File: src/rtl/trace_packer.sv
// trace_packer: packs k-lane trace samples (k = 2**NTRACE_I) into WIDTH-bit
// words for a Logger, and streams logged words back out k lanes at a time.
//
// Ports
//   CLK_I, RST_I          clock, synchronous active-high reset
//   MODE_I, NTRACE_I      mode (00 trace, 01 r_stream, 10 w_stream,
//                         11 rw_stream) and lane-count select; latched only
//                         while RST_I=1
//   TRACE_I, TRIGGER_I    parallel sample input, trigger level
//   STORE_O, DATA_O       packed word offered to the Logger
//   STORE_PERM_I          Logger accepts the offered word
//   LOAD_REQUEST_O        request the next word for readout
//   LOAD_GRANT_I, DATA_I  requested word is valid on DATA_I
//   TRACE_O, TRACE_VALID_O streamed-out sample
//   TRG_EVENT_O, EVENT_POS_O first trigger seen and its bit position
//   TRG_DELAYED_I         delayed trigger from the Logger, stops capture
//   OVERFLOW_O            sticky; a completed word was dropped
//
// Capture FSM
//   state    | meaning
//   CAP_FILL | sampling one k-lane sample per cycle into the fill register
//   CAP_STOP | stopped by the delayed trigger; left only by reset
// Readout FSM
//   state    | meaning
//   RD_IDLE  | readout disabled for this mode
//   RD_REQ   | requesting a word from the Logger
//   RD_SHIFT | shifting the loaded word out k lanes per cycle
module trace_packer #(
  parameter int WIDTH       = 32,
  parameter int NTRACE_BITS = 2
) (
  input  logic                     CLK_I,
  input  logic                     RST_I,
  input  logic [1:0]               MODE_I,
  input  logic [NTRACE_BITS-1:0]   NTRACE_I,
  input  logic [7:0]               TRACE_I,
  input  logic                     TRIGGER_I,
  output logic [7:0]               TRACE_O,
  output logic                     TRACE_VALID_O,
  output logic                     STORE_O,
  output logic [WIDTH-1:0]         DATA_O,
  input  logic                     STORE_PERM_I,
  output logic                     LOAD_REQUEST_O,
  input  logic                     LOAD_GRANT_I,
  input  logic [WIDTH-1:0]         DATA_I,
  output logic                     TRG_EVENT_O,
  output logic [$clog2(WIDTH)-1:0] EVENT_POS_O,
  input  logic                     TRG_DELAYED_I,
  output logic                     OVERFLOW_O
);

  localparam int CW = $clog2(WIDTH);

  typedef enum logic {CAP_FILL, CAP_STOP} cap_e;
  typedef enum logic [1:0] {RD_IDLE, RD_REQ, RD_SHIFT} rd_e;

  logic [1:0]             mode_q;
  logic [NTRACE_BITS-1:0] ntrace_q;

  cap_e             cap_q, cap_d;
  rd_e              rd_q, rd_d;
  logic [CW-1:0]    cnt_q, cnt_d;
  logic [WIDTH-1:0] fill_q, fill_d;
  logic [WIDTH-1:0] sbuf_q, sbuf_d;
  logic             sfull_q, sfull_d;
  logic             ovf_q, ovf_d;
  logic             trg_q, trg_d;
  logic [CW-1:0]    pos_q, pos_d;
  logic [WIDTH-1:0] rdata_q, rdata_d;
  logic [CW-1:0]    rcnt_q, rcnt_d;

  logic [3:0]       k_val;
  logic [7:0]       lane_mask;
  logic [CW:0]      words_per;
  logic [CW-1:0]    cnt_max;
  logic [CW:0]      top_sh;
  logic [WIDTH-1:0] sample_ext;
  logic             trace_mode, cap_en, stop_now, sampling;

  // k lanes per sample; the last count of a word is WIDTH/k - 1.
  assign k_val      = 4'd1 << ntrace_q;
  assign lane_mask  = 8'((9'd1 << k_val) - 9'd1);
  assign words_per  = (CW+1)'(WIDTH) >> ntrace_q;
  assign cnt_max    = words_per[CW-1:0] - 1'b1;
  assign top_sh     = (CW+1)'(WIDTH) - (CW+1)'(k_val);
  assign sample_ext = WIDTH'(TRACE_I & lane_mask) << top_sh;

  assign trace_mode = (mode_q == 2'b00);
  assign cap_en     = (mode_q != 2'b01);
  assign stop_now   = cap_en && trace_mode && (cap_q == CAP_FILL) && TRG_DELAYED_I;
  assign sampling   = cap_en && (cap_q == CAP_FILL) && !stop_now;

  // Configuration is only taken while reset is held.
  always_ff @(posedge CLK_I) begin
    if (RST_I) begin
      mode_q   <= MODE_I;
      ntrace_q <= NTRACE_I;
    end
  end

  always_comb begin
    cap_d   = cap_q;
    rd_d    = rd_q;
    cnt_d   = cnt_q;
    fill_d  = fill_q;
    sbuf_d  = sbuf_q;
    sfull_d = sfull_q;
    ovf_d   = ovf_q;
    trg_d   = trg_q;
    pos_d   = pos_q;
    rdata_d = rdata_q;
    rcnt_d  = rcnt_q;

    if (sfull_q && STORE_PERM_I) begin
      sfull_d = 1'b0;
    end

    // Delayed trigger: drop the partial word; a pending store still drains.
    if (stop_now) begin
      cap_d  = CAP_STOP;
      cnt_d  = '0;
      fill_d = '0;
    end

    if (sampling) begin
      fill_d = (fill_q >> k_val) | sample_ext;
      if (trace_mode && TRIGGER_I && !trg_q) begin
        trg_d = 1'b1;
        pos_d = cnt_q << ntrace_q;
      end
      if (cnt_q == cnt_max) begin
        cnt_d = '0;
        // A word completing while the buffer is accepted this same cycle
        // takes the freed slot instead of overflowing.
        if (!sfull_q || STORE_PERM_I) begin
          sbuf_d  = fill_d;
          sfull_d = 1'b1;
        end else begin
          ovf_d = 1'b1;
        end
      end else begin
        cnt_d = cnt_q + 1'b1;
      end
    end

    case (rd_q)
      RD_REQ: begin
        if (LOAD_GRANT_I) begin
          rdata_d = DATA_I;
          rcnt_d  = '0;
          rd_d    = RD_SHIFT;
        end
      end
      RD_SHIFT: begin
        rdata_d = rdata_q >> k_val;
        if (rcnt_q == cnt_max) begin
          rd_d = RD_REQ;
        end else begin
          rcnt_d = rcnt_q + 1'b1;
        end
      end
      default: ;
    endcase
  end

  always_ff @(posedge CLK_I) begin
    if (RST_I) begin
      cap_q   <= CAP_FILL;
      rd_q    <= MODE_I[0] ? RD_REQ : RD_IDLE;
      cnt_q   <= '0;
      fill_q  <= '0;
      sbuf_q  <= '0;
      sfull_q <= 1'b0;
      ovf_q   <= 1'b0;
      trg_q   <= 1'b0;
      pos_q   <= '0;
      rdata_q <= '0;
      rcnt_q  <= '0;
    end else begin
      cap_q   <= cap_d;
      rd_q    <= rd_d;
      cnt_q   <= cnt_d;
      fill_q  <= fill_d;
      sbuf_q  <= sbuf_d;
      sfull_q <= sfull_d;
      ovf_q   <= ovf_d;
      trg_q   <= trg_d;
      pos_q   <= pos_d;
      rdata_q <= rdata_d;
      rcnt_q  <= rcnt_d;
    end
  end

  assign TRACE_VALID_O  = (rd_q == RD_SHIFT);
  assign TRACE_O        = (rd_q == RD_SHIFT) ? (rdata_q[7:0] & lane_mask) : 8'h00;
  // Request is held low while reset is asserted so every output reads 0
  // during reset; it rises in the first cycle after release.
  assign LOAD_REQUEST_O = (rd_q == RD_REQ) && !RST_I;
  assign STORE_O        = sfull_q;
  assign DATA_O         = sbuf_q;
  assign TRG_EVENT_O    = trg_q;
  assign EVENT_POS_O    = pos_q;
  assign OVERFLOW_O     = ovf_q;

endmodule

File: config.mk
export PLATFORM = sky130hd
export DESIGN_NAME = trace_packer
export DESIGN_NICKNAME = d
export VERILOG_FILES = /design/src/rtl/trace_packer.sv
export SDC_FILE = /design/constraint.sdc
export NUM_CORES = 1
export LEC_CHECK = 0
export ABC_AREA = 0
export BUFFER_PORTS_ARGS = -buffer_cell sky130_fd_sc_hd__buf_4
export CELL_PAD_IN_SITES_DETAIL_PLACEMENT = 0
export CELL_PAD_IN_SITES_GLOBAL_PLACEMENT = 1
export CORE_AREA = 2 2 141 143
export CTS_BUF_LIST = sky130_fd_sc_hd__clkbuf_4 sky130_fd_sc_hd__clkbuf_8
export CTS_CLUSTER_SIZE = 30
export DETAILED_ROUTE_END_ITERATION = 12
export DIE_AREA = 0 0 143 145
export PLACE_DENSITY = 0.75
export SYNTH_ARGS = -nofsm -noshare
export SYNTH_HDL_FRONTEND = slang
export SYNTH_SLANG_ARGS = --single-unit
File: constraint.sdc
create_clock -name CLK_I -period 4.8 [get_ports CLK_I]
set_clock_uncertainty 0.1 [all_clocks]
set_input_delay 0.96 -clock CLK_I [delete_from_list [all_inputs] [get_ports CLK_I]]
set_output_delay 0.96 -clock CLK_I [all_outputs]
set_load 0.03 [all_outputs]
======== After elaboration in Yosys (flattened, before gate mapping) ========
Cells that the tools add are included.
cells by class
  shift-type cells ........................ 7
  divide/modulo/power cells ............... 0
  magnitude comparators ................... 0
  reductions and logical operators ........ 24
  bitwise logic cells ..................... 5
  $add $sub $neg .......................... 5
  mux-type cells .......................... 20
  eq/ne operators ......................... 9
  $mul .................................... 0
operators with widths
  kind                   number
  $mux W32               3
  $pmux W32 S2           1
  $shr A32 B4 Y32        2
  $or A32 B32 Y32        1
  $shl A8 B6 Y32         1
  $mux W5                5
  $and A8 B8 Y8          2
  $reduce_and A3 Y1      4
  $add A5 B1 Y5 const B  2
  $eq A5 B5 Y1           2
  $pmux W5 S2            1
  $logic_and A1 B1 Y1    9
  $mux W8                1
  $shl A1 B4 Y8 const A  1
  $sub A8 B1 Y8 const B  1
  $mux W2                3
  $shr A6 B2 Y5 const A  1
  $sub A6 B4 Y6 const A  1
  $mux W1                5
  $shl A5 B2 Y5          1
  $sub A5 B1 Y5 const B  1
  $logic_not A1 Y1       4
  $ne A2 B2 Y1 const B   2
  $pmux W2 S2            1
  12 further kinds       15
storage, ports and cells
  bits in read-only memories .............. 0
  register bits after elaboration ......... 121
  memories ................................ 0
  output and inout bits ................... 50
  bits in latches ......................... 0
  bits in writable memories ............... 0
  logic and storage cells ................. 83

======== Longest topological paths before layout ========
  word-level depth ........................ 7
  mapped depth ............................ 12

======== Worst setup path after synthesis ========
Ideal clock, no wire load.
  path type ............................... register to output
  start ................................... register rd_q[0]
  end ..................................... output port TRACE_O[2]
  required time ........................... 3740 ps
  buffers on the path ..................... 2
  path slack .............................. 1954 ps
  stages on the path, launching flop included .. 6
  arrival time ............................ 1786 ps
  cell sequence ........................... edfxtp_1 -> inv_1 -> ha_1 -> clkbuf_1 -> clkbuf_1 -> and3_1
on the way
  cells in the longest elaborated chain, start to end .. 2
RTL lines
  what                      RTL line  text
  start: declaration        61        rd_e rd_q, rd_d;
  start signal: assignment  169       rd_q <= MODE_I[0] ? RD_REQ : RD_IDLE;
  start signal: assignment  181       rd_q <= rd_d;
  $eq A2 B2 Y1              --
  via TRACE_VALID_O         39        output logic TRACE_VALID_O,
  $mux W8                   195       assign TRACE_O = (rd_q == RD_SHIFT) ? (rdata_q[7:0] & lane_mask) : 8'h00;
  end: declaration          38        output logic [7:0] TRACE_O,
The timed path passes the listed nets, and every way through them passes these cells.

======== Final worst setup path ========
  start ................................... register ntrace_q[1]
  end ..................................... register sbuf_q[27], in the netlist DATA_O[27]
on the way
  cells in the longest elaborated chain, start to end .. 6
  elaborated cells between the ends (all ways) .. 12
RTL lines
  what                      RTL line  text
  start: declaration        58        logic [NTRACE_BITS-1:0] ntrace_q;
  start signal: assignment  97        ntrace_q <= NTRACE_I;
  $shl A1 B2 Y4             81        assign k_val = 4'd1 << ntrace_q;
  $shl A1 B4 Y8             82        assign lane_mask = 8'((9'd1 << k_val) - 9'd1);
  $sub A8 B1 Y8             82
  $and A8 B8 Y8             86        assign sample_ext = WIDTH'(TRACE_I & lane_mask) << top_sh;
  $shl A8 B6 Y32            86
  $or A32 B32 Y32           126       fill_d = (fill_q >> k_val) | sample_ext;
  end signal: assignment    184       sbuf_q <= sbuf_d;
  end: declaration          64        logic [WIDTH-1:0] sbuf_q, sbuf_d;
Parallel ways exist; a longest one is shown, timed or not.
A chain may end at the register's enable or synchronous reset.

==> impl_metrics.prom <==
# TYPE chip_impl_metric gauge
chip_impl_metric{name="antenna_cells",unit=""} 0
chip_impl_metric{name="worst-path-max-fanout",unit=""} 32
chip_impl_metric{name="route.antenna.remaining_nets",unit=""} 0
chip_impl_metric{name="drive_gt1_share",unit="%"} 25.48
chip_impl_metric{name="cts.reportedPaths.clkPinSlew",unit="ps"} 70
chip_impl_metric{name="cts-resized-gates",unit=""} 0
chip_impl_metric{name="period_share",unit="%"} 79.88
chip_impl_metric{name="worstSkewPairLatency",unit="ps"} 450
chip_impl_metric{name="postCtsHoldBufs",unit=""} 0
chip_impl_metric{name="setup_ws",unit="ps"} 965.9
chip_impl_metric{name="syn_inst",unit=""} 702
chip_impl_metric{name="grt_pass1_wl",unit="mm"} 29.86
chip_impl_info{name="yosys-top-cells-area",value="sky130_fd_sc_hd__dfxtp_1 (34%), sky130_fd_sc_hd__mux4_2 (16%), sky130_fd_sc_hd__mux2i_1 (6.7%)"} 1
chip_impl_info{name="postSynth.topFlopCell",value="sky130_fd_sc_hd__dfxtp_1"} 1
chip_impl_info{name="cts_root_buffer",value="sky130_fd_sc_hd__clkbuf_8"} 1
chip_impl_metric{name="wl",unit="mm"} 18.89
chip_impl_metric{name="area_after_dpl",unit="µm²"} 7506
chip_impl_metric{name="post-route-min-period",unit="ps"} 3834
chip_impl_metric{name="synth_top_area_share",unit="%"} 34.49
chip_impl_metric{name="powerDensity",unit="nW/µm²"} 350.2
chip_impl_info{name="cts_tree",value="built"} 1
chip_impl_metric{name="multi_input_comb_area",unit="µm²"} 3830
chip_impl_metric{name="core_region_area",unit="µm²"} 19210
chip_impl_metric{name="finish.instance_area",unit="µm²"} 7981
chip_impl_metric{name="fill_cells",unit=""} 1899
chip_impl_metric{name="grt_antenna_before_repair",unit=""} 0
chip_impl_info{name="critPathTopFamily",value="simple AND/OR/NAND/NOR gates"} 1
chip_impl_metric{name="irDropWorstVdd",unit="mV"} 0.1596
chip_impl_metric{name="dr.first_iter.drc_count",unit=""} 546
chip_impl_metric{name="critPathRequiredTime",unit="ps"} 5040
chip_impl_metric{name="dp_worst_setup_slack",unit="ps"} 948.6
chip_impl_metric{name="detailed_place_hpwl",unit="mm"} 12.78
chip_impl_metric{name="finalHoldViolations",unit=""} 0
chip_impl_info{name="timing.hold.worst.class",value="register to register"} 1
chip_impl_metric{name="design.final.nets",unit=""} 824
chip_impl_metric{name="die_w",unit="µm"} 143
chip_impl_metric{name="tightestPinTransition",unit="ps"} 1175
chip_impl_info{name="crit_chain",value="buf_4, and2_1, inv_1, ha_1, xor2_1, and3_1, nand3_1, o41ai_1"} 1
chip_impl_metric{name="cts_setup_buffers",unit=""} 0
chip_impl_metric{name="yosys_warnings",unit=""} 0
chip_impl_metric{name="synth_enable_flop_cells",unit=""} 6
chip_impl_metric{name="area_delta_synth_final",unit="%"} 20.63
chip_impl_metric{name="htree_levels",unit=""} 4
chip_impl_metric{name="grt.overflow.total",unit=""} 0
chip_impl_metric{name="post-place-cells",unit=""} 1014
chip_impl_metric{name="p_leak",unit="nW"} 3.044
chip_impl_metric{name="via_count",unit=""} 5733
chip_impl_info{name="rsz_0062_raised_after_global_routing",value="no"} 1
chip_impl_info{name="worstSetupEndpointType",value="register"} 1
chip_impl_metric{name="wl_per_cell",unit="µm"} 18.06
chip_impl_metric{name="gp_congestion",unit=""} 0.8277
chip_impl_metric{name="final-seq-area",unit="µm²"} 2462
chip_impl_metric{name="synth_fp_nets",unit=""} 758
chip_impl_metric{name="number_of_global_route_vias_before_repair",unit=""} 5405
chip_impl_metric{name="drt_drc_violations_left",unit=""} 0
chip_impl_metric{name="worstPathArrival",unit="ps"} 4070
chip_impl_metric{name="synth-seq-cells",unit=""} 120
chip_impl_metric{name="timing.max_slew.rel_slack",unit="%"} 21.48
chip_impl_info{name="yosys.area.top_type",value="sky130_fd_sc_hd__dfxtp_1"} 1
chip_impl_metric{name="numClockSinks",unit=""} 120
chip_impl_metric{name="number_of_buffers_created_by_cts",unit=""} 17
chip_impl_metric{name="fraction_of_registers_with_async_set_reset",unit="%"} 0
chip_impl_metric{name="maxCapViolCount",unit=""} 0
chip_impl_metric{name="routed_via_density",unit=""} 5.481
chip_impl_metric{name="firstDrtPassIters",unit=""} 7
chip_impl_metric{name="grt_usage",unit="%"} 18.44
chip_impl_metric{name="initial_utilization",unit="%"} 34.45
chip_impl_info{name="slowest_library_cell_on_the_worst_path",value="sky130_fd_sc_hd__nand3_1"} 1
chip_impl_metric{name="critical_path_buf_inv_count",unit=""} 2
chip_impl_metric{name="setup_viol",unit=""} 0
chip_impl_info{name="outcome",value="finished clean"} 1
chip_impl_metric{name="clk_path_buf_depth",unit=""} 2
chip_impl_metric{name="num_rows",unit=""} 51
chip_impl_metric{name="fin_setup_tns",unit="ps"} 0
chip_impl_metric{name="layoutNonFillerInstCount",unit=""} 1046
chip_impl_metric{name="synthesis.area_per_instance",unit="µm²"} 9.425
chip_impl_metric{name="grt_max_degree",unit=""} 77
chip_impl_metric{name="die_h",unit="µm"} 145
chip_impl_metric{name="drv_slew",unit=""} 0
chip_impl_metric{name="critPathMaxStageDelay",unit="ps"} 810
chip_impl_info{name="critical_path_class",value="register to register"} 1
chip_impl_metric{name="synth.yosys.seq_area_share",unit="%"} 37.22
chip_impl_metric{name="max_clock_freq",unit="MHz"} 260.8
chip_impl_metric{name="synth_cell_type_count",unit=""} 57
chip_impl_info{name="critPathLaunchType",value="register"} 1
chip_impl_metric{name="die_area",unit="µm²"} 20740
chip_impl_metric{name="top_level_ports",unit=""} 100
chip_impl_metric{name="post_synth_instance_area",unit="µm²"} 6616
chip_impl_metric{name="portBuffers",unit=""} 99
## routing by layer
layer	share of wire [%]	track usage, %	routed length [µm]
met4	1.6	6.139	306
met1	47	25.89	8912
met2	47	27.92	8825
met3	4.5	4.290	844
met5	0	0	0
## state kept, by name, summed over array words and instances, names as in the netlist, 2 cells and up
| register | count |
|---|---|
| EVENT_POS_O | 5 |
| DATA_O | 32 |
| ntrace_q | 2 |
| mode_q | 2 |
| fill_q | 31 |
| cnt_q | 5 |
| rd_q | 2 |
| rdata_q | 32 |
| rcnt_q | 5 |
## final timing paths
kind                     to  slack, ps  cells past startpoint      startpoint
max              DATA_O[27]        970                      8     ntrace_q[1]
min          EVENT_POS_O[3]        360                      2  EVENT_POS_O[3]
max reg2reg      DATA_O[27]        970                      8     ntrace_q[1]
min reg2reg  EVENT_POS_O[3]        360                      2  EVENT_POS_O[3]
## power breakdown
part           internal [mW]  switching, mW
logic                  0.256          0.314
registers               1.07         0.0775
clock network          0.652          0.428
total                   1.98          0.819
## tightest hold or removal path: stages (launching register included)
cell,delay [ps]
sky130_fd_sc_hd__dfxtp_1,310
sky130_fd_sc_hd__nand2_1,50
sky130_fd_sc_hd__a21oi_1,50
## Yosys cell counts (all sizes together), types with 20 or more instances
cell    number
mux2i       44
buf         21
nand2       70
o21ai       23
a21oi       23
dfxtp      114
a22oi       20
mux4        46
o22ai       27
nor3        26
nor2        93
clkbuf      42
## metrics by stage
stage / util [%] / power, mW / hold slack [ps]
global placement: 39.08 / 1.731 / 343.1
global route: 41.55 / 2.921 / 385.9
finish: 41.55 / 2.795 / 357.8
CTS: 41.55 / 2.818 / 360.8
detailed placement: 39.08 / 1.733 / 350.2
floorplan: - / 1.569 / 358.6
## logic make-up after synthesis
| family | count (synthesis) | synth area share (%) |
|---|---|---|
| buffers and inverters | 78 | 4.936 |
| XOR/XNOR | 6 | 0.7942 |
| AND/OR/NAND/NOR | 238 | 16.21 |
| multiplexers | 98 | 23.68 |
| AO/OA/AOI/OAI | 156 | 16.04 |
| flip-flops | 120 | 37.22 |
| adder cells (fa/ha/maj) | 6 | 1.135 |
## cell usage in the layout, fill, tap and decap left out, types with 12 or more instances in the layout
cell type                  synthesis  layout
sky130_fd_sc_hd__o21ai_0          23      23
sky130_fd_sc_hd__mux2i_1          44      44
sky130_fd_sc_hd__inv_1            15      15
sky130_fd_sc_hd__nor2_1           93      93
sky130_fd_sc_hd__nand2_1          70      70
sky130_fd_sc_hd__mux4_2           46      46
sky130_fd_sc_hd__buf_4             0     110
sky130_fd_sc_hd__clkbuf_8          0      23
sky130_fd_sc_hd__a21oi_1          23      23
sky130_fd_sc_hd__nor3_1           26      26
sky130_fd_sc_hd__a22oi_1          20      20
sky130_fd_sc_hd__o22ai_1          27      27
sky130_fd_sc_hd__a211oi_1         15      15
sky130_fd_sc_hd__dfxtp_1         114     114
sky130_fd_sc_hd__and3_1           12      12
## cell type report
class	instances	share of cell area [%]
sequential	120	30.85
clock inverter	9	1.991
clock buffer	23	3.966
tap	265	4.154
inverter	15	0.7054
timing repair buffer	110	10.35
multi-input combinational	504	47.99
No activity file was read; power rests on OpenSTA's default activity.
